$ cat config.mk
export PLATFORM = sky130hd
export DESIGN_NAME = fetch_sequencer_flat
export DESIGN_NICKNAME = d
export VERILOG_FILES = /design/src/rtl/fetch_if.sv /design/src/rtl/fetch_sequencer.sv /design/src/flat_wrapper.sv
export SDC_FILE = /design/constraint.sdc
export NUM_CORES = 1
export LEC_CHECK = 0
export CORE_UTILIZATION = 37
export DETAILED_ROUTE_END_ITERATION = 7
export PLACE_DENSITY = 0.95
export SLEW_MARGIN = 25
export SYNTH_ARGS = -nofsm -noshare
export SYNTH_HDL_FRONTEND = slang
export SYNTH_SLANG_ARGS = --single-unit
$ cat constraint.sdc
create_clock -name clk -period 5.41 [get_ports clk]
set_clock_uncertainty 0.05 [all_clocks]
set_input_delay 1.082 -clock clk [delete_from_list [all_inputs] [get_ports clk]]
set_output_delay 1.082 -clock clk [all_outputs]
set_load 0.02 [all_outputs]
$ cat src/rtl/fetch_if.sv
// Fetch-side bundle: ROM read port, redirect strobe and the instruction handshake to decode.
// "master" is the sequencer side; "slave" is the environment (ROM + branch unit + decode).
interface fetch_if #(
  parameter int ADDR_WIDTH = 16,
  parameter int DATA_WIDTH = 16
);
  logic                  redirect_valid;
  logic [ADDR_WIDTH-1:0] redirect_pc;
  logic [ADDR_WIDTH-1:0] mem_addr;
  logic [DATA_WIDTH-1:0] mem_data;
  logic                  instr_valid;
  logic                  instr_ready;
  logic [DATA_WIDTH-1:0] instr;
  logic [ADDR_WIDTH-1:0] instr_pc;

  modport master (
    input  redirect_valid, redirect_pc, mem_data, instr_ready,
    output mem_addr, instr_valid, instr, instr_pc
  );

  modport slave (
    output redirect_valid, redirect_pc, mem_data, instr_ready,
    input  mem_addr, instr_valid, instr, instr_pc
  );
endinterface

$ cat src/rtl/fetch_sequencer.sv
// Instruction fetch sequencer over a 1-cycle synchronous ROM; zero-bubble redirects, stall-hold on !instr_ready.
// Optional macro FETCH_PERF_CNT_EN adds a saturating accepted-instruction counter on fetch_count.
module fetch_sequencer #(
  parameter int                    ADDR_WIDTH = 16,
  parameter int                    DATA_WIDTH = 16,
  parameter logic [ADDR_WIDTH-1:0] RESET_PC   = '0
) (
  input  logic        clk,
  input  logic        rst_n,
  input  logic        en,
  fetch_if.master     bus,
  output logic [31:0] fetch_count
);

  typedef enum logic [1:0] {IDLE, RUN, HALT} state_t;

  state_t                state_q, state_d;
  logic [ADDR_WIDTH-1:0] req_pc;
  logic [ADDR_WIDTH-1:0] pc_inc;
  logic [ADDR_WIDTH-1:0] addr;
  logic                  valid;
  logic                  handshake;

  assign pc_inc = req_pc + ADDR_WIDTH'(1);

  always_ff @(posedge clk or negedge rst_n) begin
    if (!rst_n) begin
      state_q <= IDLE;
      req_pc  <= RESET_PC;
    end else begin
      state_q <= state_d;
      req_pc  <= addr;
    end
  end

  // req_pc always tracks the address just sent to the ROM, so holding it re-reads the same word.
  always_comb begin
    state_d   = state_q;
    addr      = req_pc;
    valid     = 1'b0;
    handshake = 1'b0;
    case (state_q)
      IDLE: begin
        if (bus.redirect_valid) addr = bus.redirect_pc;
        if (en) state_d = RUN;
      end
      RUN: begin
        if (bus.redirect_valid) begin
          addr = bus.redirect_pc;
          if (!en) state_d = HALT;
        end else begin
          valid = 1'b1;
          if (bus.instr_ready) begin
            addr      = pc_inc;
            handshake = 1'b1;
            if (!en) state_d = HALT;
          end
        end
      end
      HALT: begin
        if (bus.redirect_valid) addr = bus.redirect_pc;
        if (en) state_d = RUN;
      end
      default: state_d = IDLE;
    endcase
    if (!rst_n) addr = RESET_PC;
  end

  assign bus.mem_addr    = addr;
  assign bus.instr_valid = valid;
  assign bus.instr       = bus.mem_data;
  assign bus.instr_pc    = req_pc;

`ifdef FETCH_PERF_CNT_EN
  logic [31:0] cnt_q;

  always_ff @(posedge clk or negedge rst_n) begin
    if (!rst_n) begin
      cnt_q <= '0;
    end else if (handshake && (cnt_q != 32'hFFFF_FFFF)) begin
      cnt_q <= cnt_q + 32'd1;
    end
  end

  assign fetch_count = cnt_q;
`else
  logic unused_handshake;
  assign unused_handshake = handshake;
  assign fetch_count      = '0;
`endif

endmodule
$ cat src/flat_wrapper.sv
// flat-port wrapper written by rule: the top's interface ports become plain ports
module fetch_sequencer_flat 
#(
  parameter int                    ADDR_WIDTH = 16,
  parameter int                    DATA_WIDTH = 16,
  parameter logic [ADDR_WIDTH-1:0] RESET_PC   = '0
)
  (clk, rst_n, en, fetch_count, bus_redirect_valid, bus_redirect_pc, bus_mem_data, bus_instr_ready, bus_mem_addr, bus_instr_valid, bus_instr, bus_instr_pc);
  fetch_if #(.ADDR_WIDTH(ADDR_WIDTH), .DATA_WIDTH(DATA_WIDTH)) bus_i ();
  input  logic clk;
  input  logic rst_n;
  input  logic en;
  output logic [31:0] fetch_count;
  input wire logic [$bits(bus_i.redirect_valid)-1:0] bus_redirect_valid;
  input wire logic [$bits(bus_i.redirect_pc)-1:0] bus_redirect_pc;
  input wire logic [$bits(bus_i.mem_data)-1:0] bus_mem_data;
  input wire logic [$bits(bus_i.instr_ready)-1:0] bus_instr_ready;
  output wire logic [$bits(bus_i.mem_addr)-1:0] bus_mem_addr;
  output wire logic [$bits(bus_i.instr_valid)-1:0] bus_instr_valid;
  output wire logic [$bits(bus_i.instr)-1:0] bus_instr;
  output wire logic [$bits(bus_i.instr_pc)-1:0] bus_instr_pc;
  assign bus_i.redirect_valid = bus_redirect_valid;
  assign bus_i.redirect_pc = bus_redirect_pc;
  assign bus_i.mem_data = bus_mem_data;
  assign bus_i.instr_ready = bus_instr_ready;
  assign bus_mem_addr = bus_i.mem_addr;
  assign bus_instr_valid = bus_i.instr_valid;
  assign bus_instr = bus_i.instr;
  assign bus_instr_pc = bus_i.instr_pc;
  fetch_sequencer #(.ADDR_WIDTH(ADDR_WIDTH), .DATA_WIDTH(DATA_WIDTH), .RESET_PC(RESET_PC)) u_core (.clk(clk), .rst_n(rst_n), .en(en), .bus(bus_i), .fetch_count(fetch_count));
endmodule
## Word level (Yosys, flattened, before mapping)

Cells that the tools add are included.

| operators by class | value |
|---|---|
| $add $sub $neg | 1 |
| equality and inequality tests | 4 |
| mux-type cells | 12 |
| reductions and logical operators | 3 |

Operators by type and width:

| kind | count |
|---|---|
| 16-bit two-way mux | 4 |
| 16-bit one-hot mux with 2 select lines | 1 |
| 16-bit by 1-bit adder with 16-bit output, second input constant | 1 |
| 2-bit two-way mux | 4 |
| 2-bit one-hot mux with 2 select lines | 1 |
| 3-bit inequality test, second input constant | 1 |
| 2-bit by 1-bit == test with 1-bit output, second input constant | 1 |
| 2-bit == test, second input constant | 1 |
| 2-bit logical NOT | 1 |
| 1-bit two-way mux | 2 |
| 2-bit by 1-bit inequality test with 1-bit output, second input constant | 1 |
| 2-bit AND reduction | 1 |
| 2-bit OR reduction | 1 |

| word-level totals | value |
|---|---|
| bits in registers | 18 |
| output and inout port bits | 81 |
| word-level logic and storage cells | 22 |

## Depth between registers and ports, before layout

| logic depth | value |
|---|---|
| depth after elaboration | 5 |
| gate-level depth with buffers | 8 |

## Worst setup path after synthesis

Ideal clock, no wire load.

| timing path | value |
|---|---|
| path type | in2out |
| start | input bus_redirect_valid |
| end | output bus_mem_addr[11] |
| arrival time | 2598 ps |
| slack | 1680 ps |
| cell stages on the path | 6 |
| buffers on the path | 2 |
| cell sequence | buf_2 nor2_1 nand2_1 clkinv_1 buf_2 a311oi_1 |

| on the way | value |
|---|---|
| longest elaborated chain between the ends | 3 |

RTL lines:

| what | RTL line | text |
|---|---|---|
| from (decl) | flat_wrapper.sv:14 | `input wire logic [$bits(bus_i.redirect_valid)-1:0] bus_redirect_valid;` |
| 16-bit two-way mux, on equally long branches | fetch_sequencer.sv:44, fetch_sequencer.sv:61, fetch_sequencer.sv:48 |  |
| 16-bit one-hot mux with 2 select lines (*) | fetch_sequencer.sv:42 | `case (state_q)` |
| 16-bit two-way mux (*) | fetch_sequencer.sv:66 | `if (!rst_n) addr = RESET_PC;` |
| to (decl) | flat_wrapper.sv:18 | `output wire logic [$bits(bus_i.mem_addr)-1:0] bus_mem_addr;` |

Every way passes the cells marked *; elsewhere a longest branch is shown, timed or not.

## Final worst setup path

Ends and elaborated chain as after synthesis.

==> flow_summary.ini <==
[outcome]
status = completed

[cts]
cts_buffer_depth = 2
root_buffer = clkbuf_8
cts_buffers = 3
tritoncts = built
post_cts_resized = 0
cts.clk_slew.worst_paths_ns = 0.06
cts_setup_buffers = 0
htreeDepth = 1
clk_latency_ns = 0.25
clock-sinks = 18
hold_buffers = 0

[global_route]
track_usage_pct = 16.76
grt_overflow_total = 0
grt_pass1_wl_um = 5975
grt_pass1_vias = 1257
grt_max_degree = 35
antenna_found_initial = 0

[setup_path]
crit_chain = clkdlybuf4s50_1 -> nor2_1 -> nand2_1 -> clkinv_1 -> o31ai_1 -> a21oi_1 -> a311oi_1 -> clkdlybuf4s50_1
max_stage_delay_ns = 0.68
worstPathRequired_ns = 4.28
crit_slowest_cell = clkdlybuf4s50_1
path_class = in -> out
worstPathArrival_ns = 3.84
start_kind = input pin
end_kind = output port
worst_path_most_repeated_cell = clkdlybuf4s50_1
crit_fanout = 18

[synth]
synth-async-reset-ratio_pct = 100.0
syn_inst = 186
yosys_warnings = 0
synth_area_sq_um = 1605
synth_edf_count = 0
seq_area_frac_synth_pct = 28.06
synthFlopType = dfrtp_1
synthDistinctLibCells = 37
avgSynthCellArea_sq_um = 8.631
ys_ff_latch = 18

[floorplanning]
start_util_pct = 39.28
fp.dieH_um = 67.87
placementRows = 23
core_sq_um = 4086
die_w_um = 67.87
io_pins = 118
die_area_sq_um = 4606

[run]
maxCapViolations = 0

[cells_and_area]
layout.area.seq_sq_um = 450.4
n_antenna_cell = 0
area_delta_synth_final_pct = 22.14
num-fill-cells = 396
drive_gt1_share_pct = 7.339
nNetsFinal = 258
multi_input_area_sq_um = 842.1

[placement]
port_buffers = 53
place.detailed.hpwl_um = 2719
routabilityCongestion = 0.8891

[sta]
max_freq_mhz = 201.1
hold_viol_final = 0
final-max-slew-violation-count = 0
setup_viol = 0
timing.final.crit_period_ns = 4.973
worst_pin_slew_ns = 0.5454
period_share_pct = 91.91
whs_ns = 0.5501
setup_tns_ns = 0
max_slew_margin_pct = 63.41
rsz0062_at_grt = false

[route]
drt-vias-per-instance = 5.134
firstDrtPassIters = 4
antenna_left = 0
drt-initial-drc-count = 73
routed_wl_um = 3700
post-route-drc-count = 0
wl_per_cell_um = 13.81
vias = 1376

[pwr]
p_leak_nw = 0.7711
power_density_nw_per_um2 = 239.3
vdd_drop_max_mv = 0.1100

[worst_hold_path]
hp-class = reg -> reg
## state kept, by name, summed over array words and instances, names as in the netlist
signal / cells
u_core.bus.instr_pc: 16
u_core.state_q: 2
## cell type report
cell class	instances	area share [%]
clock buffer	3	2.106
timing repair buffer	55	27.82
sequential	18	22.97
tap	50	3.191
inverter	5	0.9572
multi-input combinational	137	42.95
## metal layers
| metal | share of wire (%) | GRT usage, % | wire (um) |
|---|---|---|---|
| met1 | 41 | 22.45 | 1512 |
| met2 | 49 | 28.09 | 1828 |
| met3 | 9.0 | 3.167 | 332 |
| met4 | 0.70 | 3.125 | 26 |
| met5 | 0 | 0 | 0 |
## where the power goes
group | internal (W) | switching (W) | leakage, nW
Combinational | 0.0000871 | 0.000111 | 0.517
Clock | 0.0000494 | 0.0000430 | 0.0216
Sequential | 0.000149 | 0.0000292 | 0.232
Total | 0.000286 | 0.000183 | 0.771
## final timing paths
path | start | endpoint | slack [ns] | depth (start not counted)
min in group asynchronous | rst_n | u_core.bus.instr_pc[2] | 1.16 | 2
setup / recovery | bus_redirect_valid | bus_mem_addr[11] | 0.44 | 8
hold / removal | u_core.bus.instr_pc[1] | u_core.bus.instr_pc[1] | 0.55 | 2
hold reg to reg | u_core.bus.instr_pc[1] | u_core.bus.instr_pc[1] | 0.55 | 2
setup reg to reg | u_core.state_q[1] | u_core.bus.instr_pc[11] | 3.28 | 6
max in group asynchronous | rst_n | u_core.bus.instr_pc[7] | 3.88 | 2
## stage by stage
| stage | cell area, sq um | power, W | setup slack, ns | utilization, % | cells |
|---|---|---|---|---|---|
| after CTS | 1961 | 0.0004727 | 0.4692 | 47.98 | 268 |
| after detailed placement | 1919 | 0.0003776 | 0.4745 | 46.97 | 265 |
| after global placement | 1919 | 0.0003740 | 0.6157 | 46.97 | 265 |
| final | 1961 | 0.0004691 | 0.4374 | 47.98 | 268 |
| after floorplan | 1722 | 0.0003242 | 1.680 | - | 217 |
| after global routing | 1961 | 0.0004998 | 0.1834 | 47.98 | 268 |
## kinds of logic (layout without fill, tap and decap cells)
logic type / after synthesis / in the layout / share of synthesized area [%]
buffers and inverters: 62 / 63 / 26.73
AND/OR/NAND/NOR: 48 / 48 / 17.93
AO/OA/AOI/OAI: 41 / 41 / 17.38
flip-flops: 18 / 18 / 28.06
XOR/XNOR: 9 / 9 / 4.911
multiplexers: 6 / 6 / 3.975
adder cells (fa/ha/maj): 1 / 1 / 0.7793
other: 1 / 32 / 0.2336
## cells in the mapped netlist, types with 3 or more instances
library cell	count	share of area, %
a21oi_1	16	5.0
buf_2	4	1.2
buf_4	49	23
clkbuf_1	3	0.70
dfrtp_1	18	28
inv_1	4	0.94
mux2_2	3	2.1
mux2i_1	3	1.9
nand2_1	12	2.8
nor2_1	13	3.0
nor3_1	7	2.2
nor4_1	3	1.2
o21ai_0	7	2.2
o221ai_1	8	4.4
xnor2_1	9	4.9
## cell usage in the layout (no fill, tap or decap), types with 2 or more instances in the layout
cell type,count
clkdlybuf4s50_1,53
conb_1,32
dfrtp_1,18
a21oi_1,16
nor2_1,13
nand2_1,12
xnor2_1,9
o221ai_1,8
nor3_1,7
o21ai_0,7
inv_1,4
nor4_1,3
mux2_2,3
mux2i_1,3
clkbuf_8,3
nand3_1,2
nand4_2,2
o211ai_1,2
a2111oi_2,2
nand4_1,2
buf_4,2
## critical path: cells and delay by family
kind / cells / cell delay, ns
compound gates: 3 / 0.63
buf+inv: 3 / 1.84
simple gates: 2 / 0.29
No activity file was read; power rests on OpenSTA's default activity.
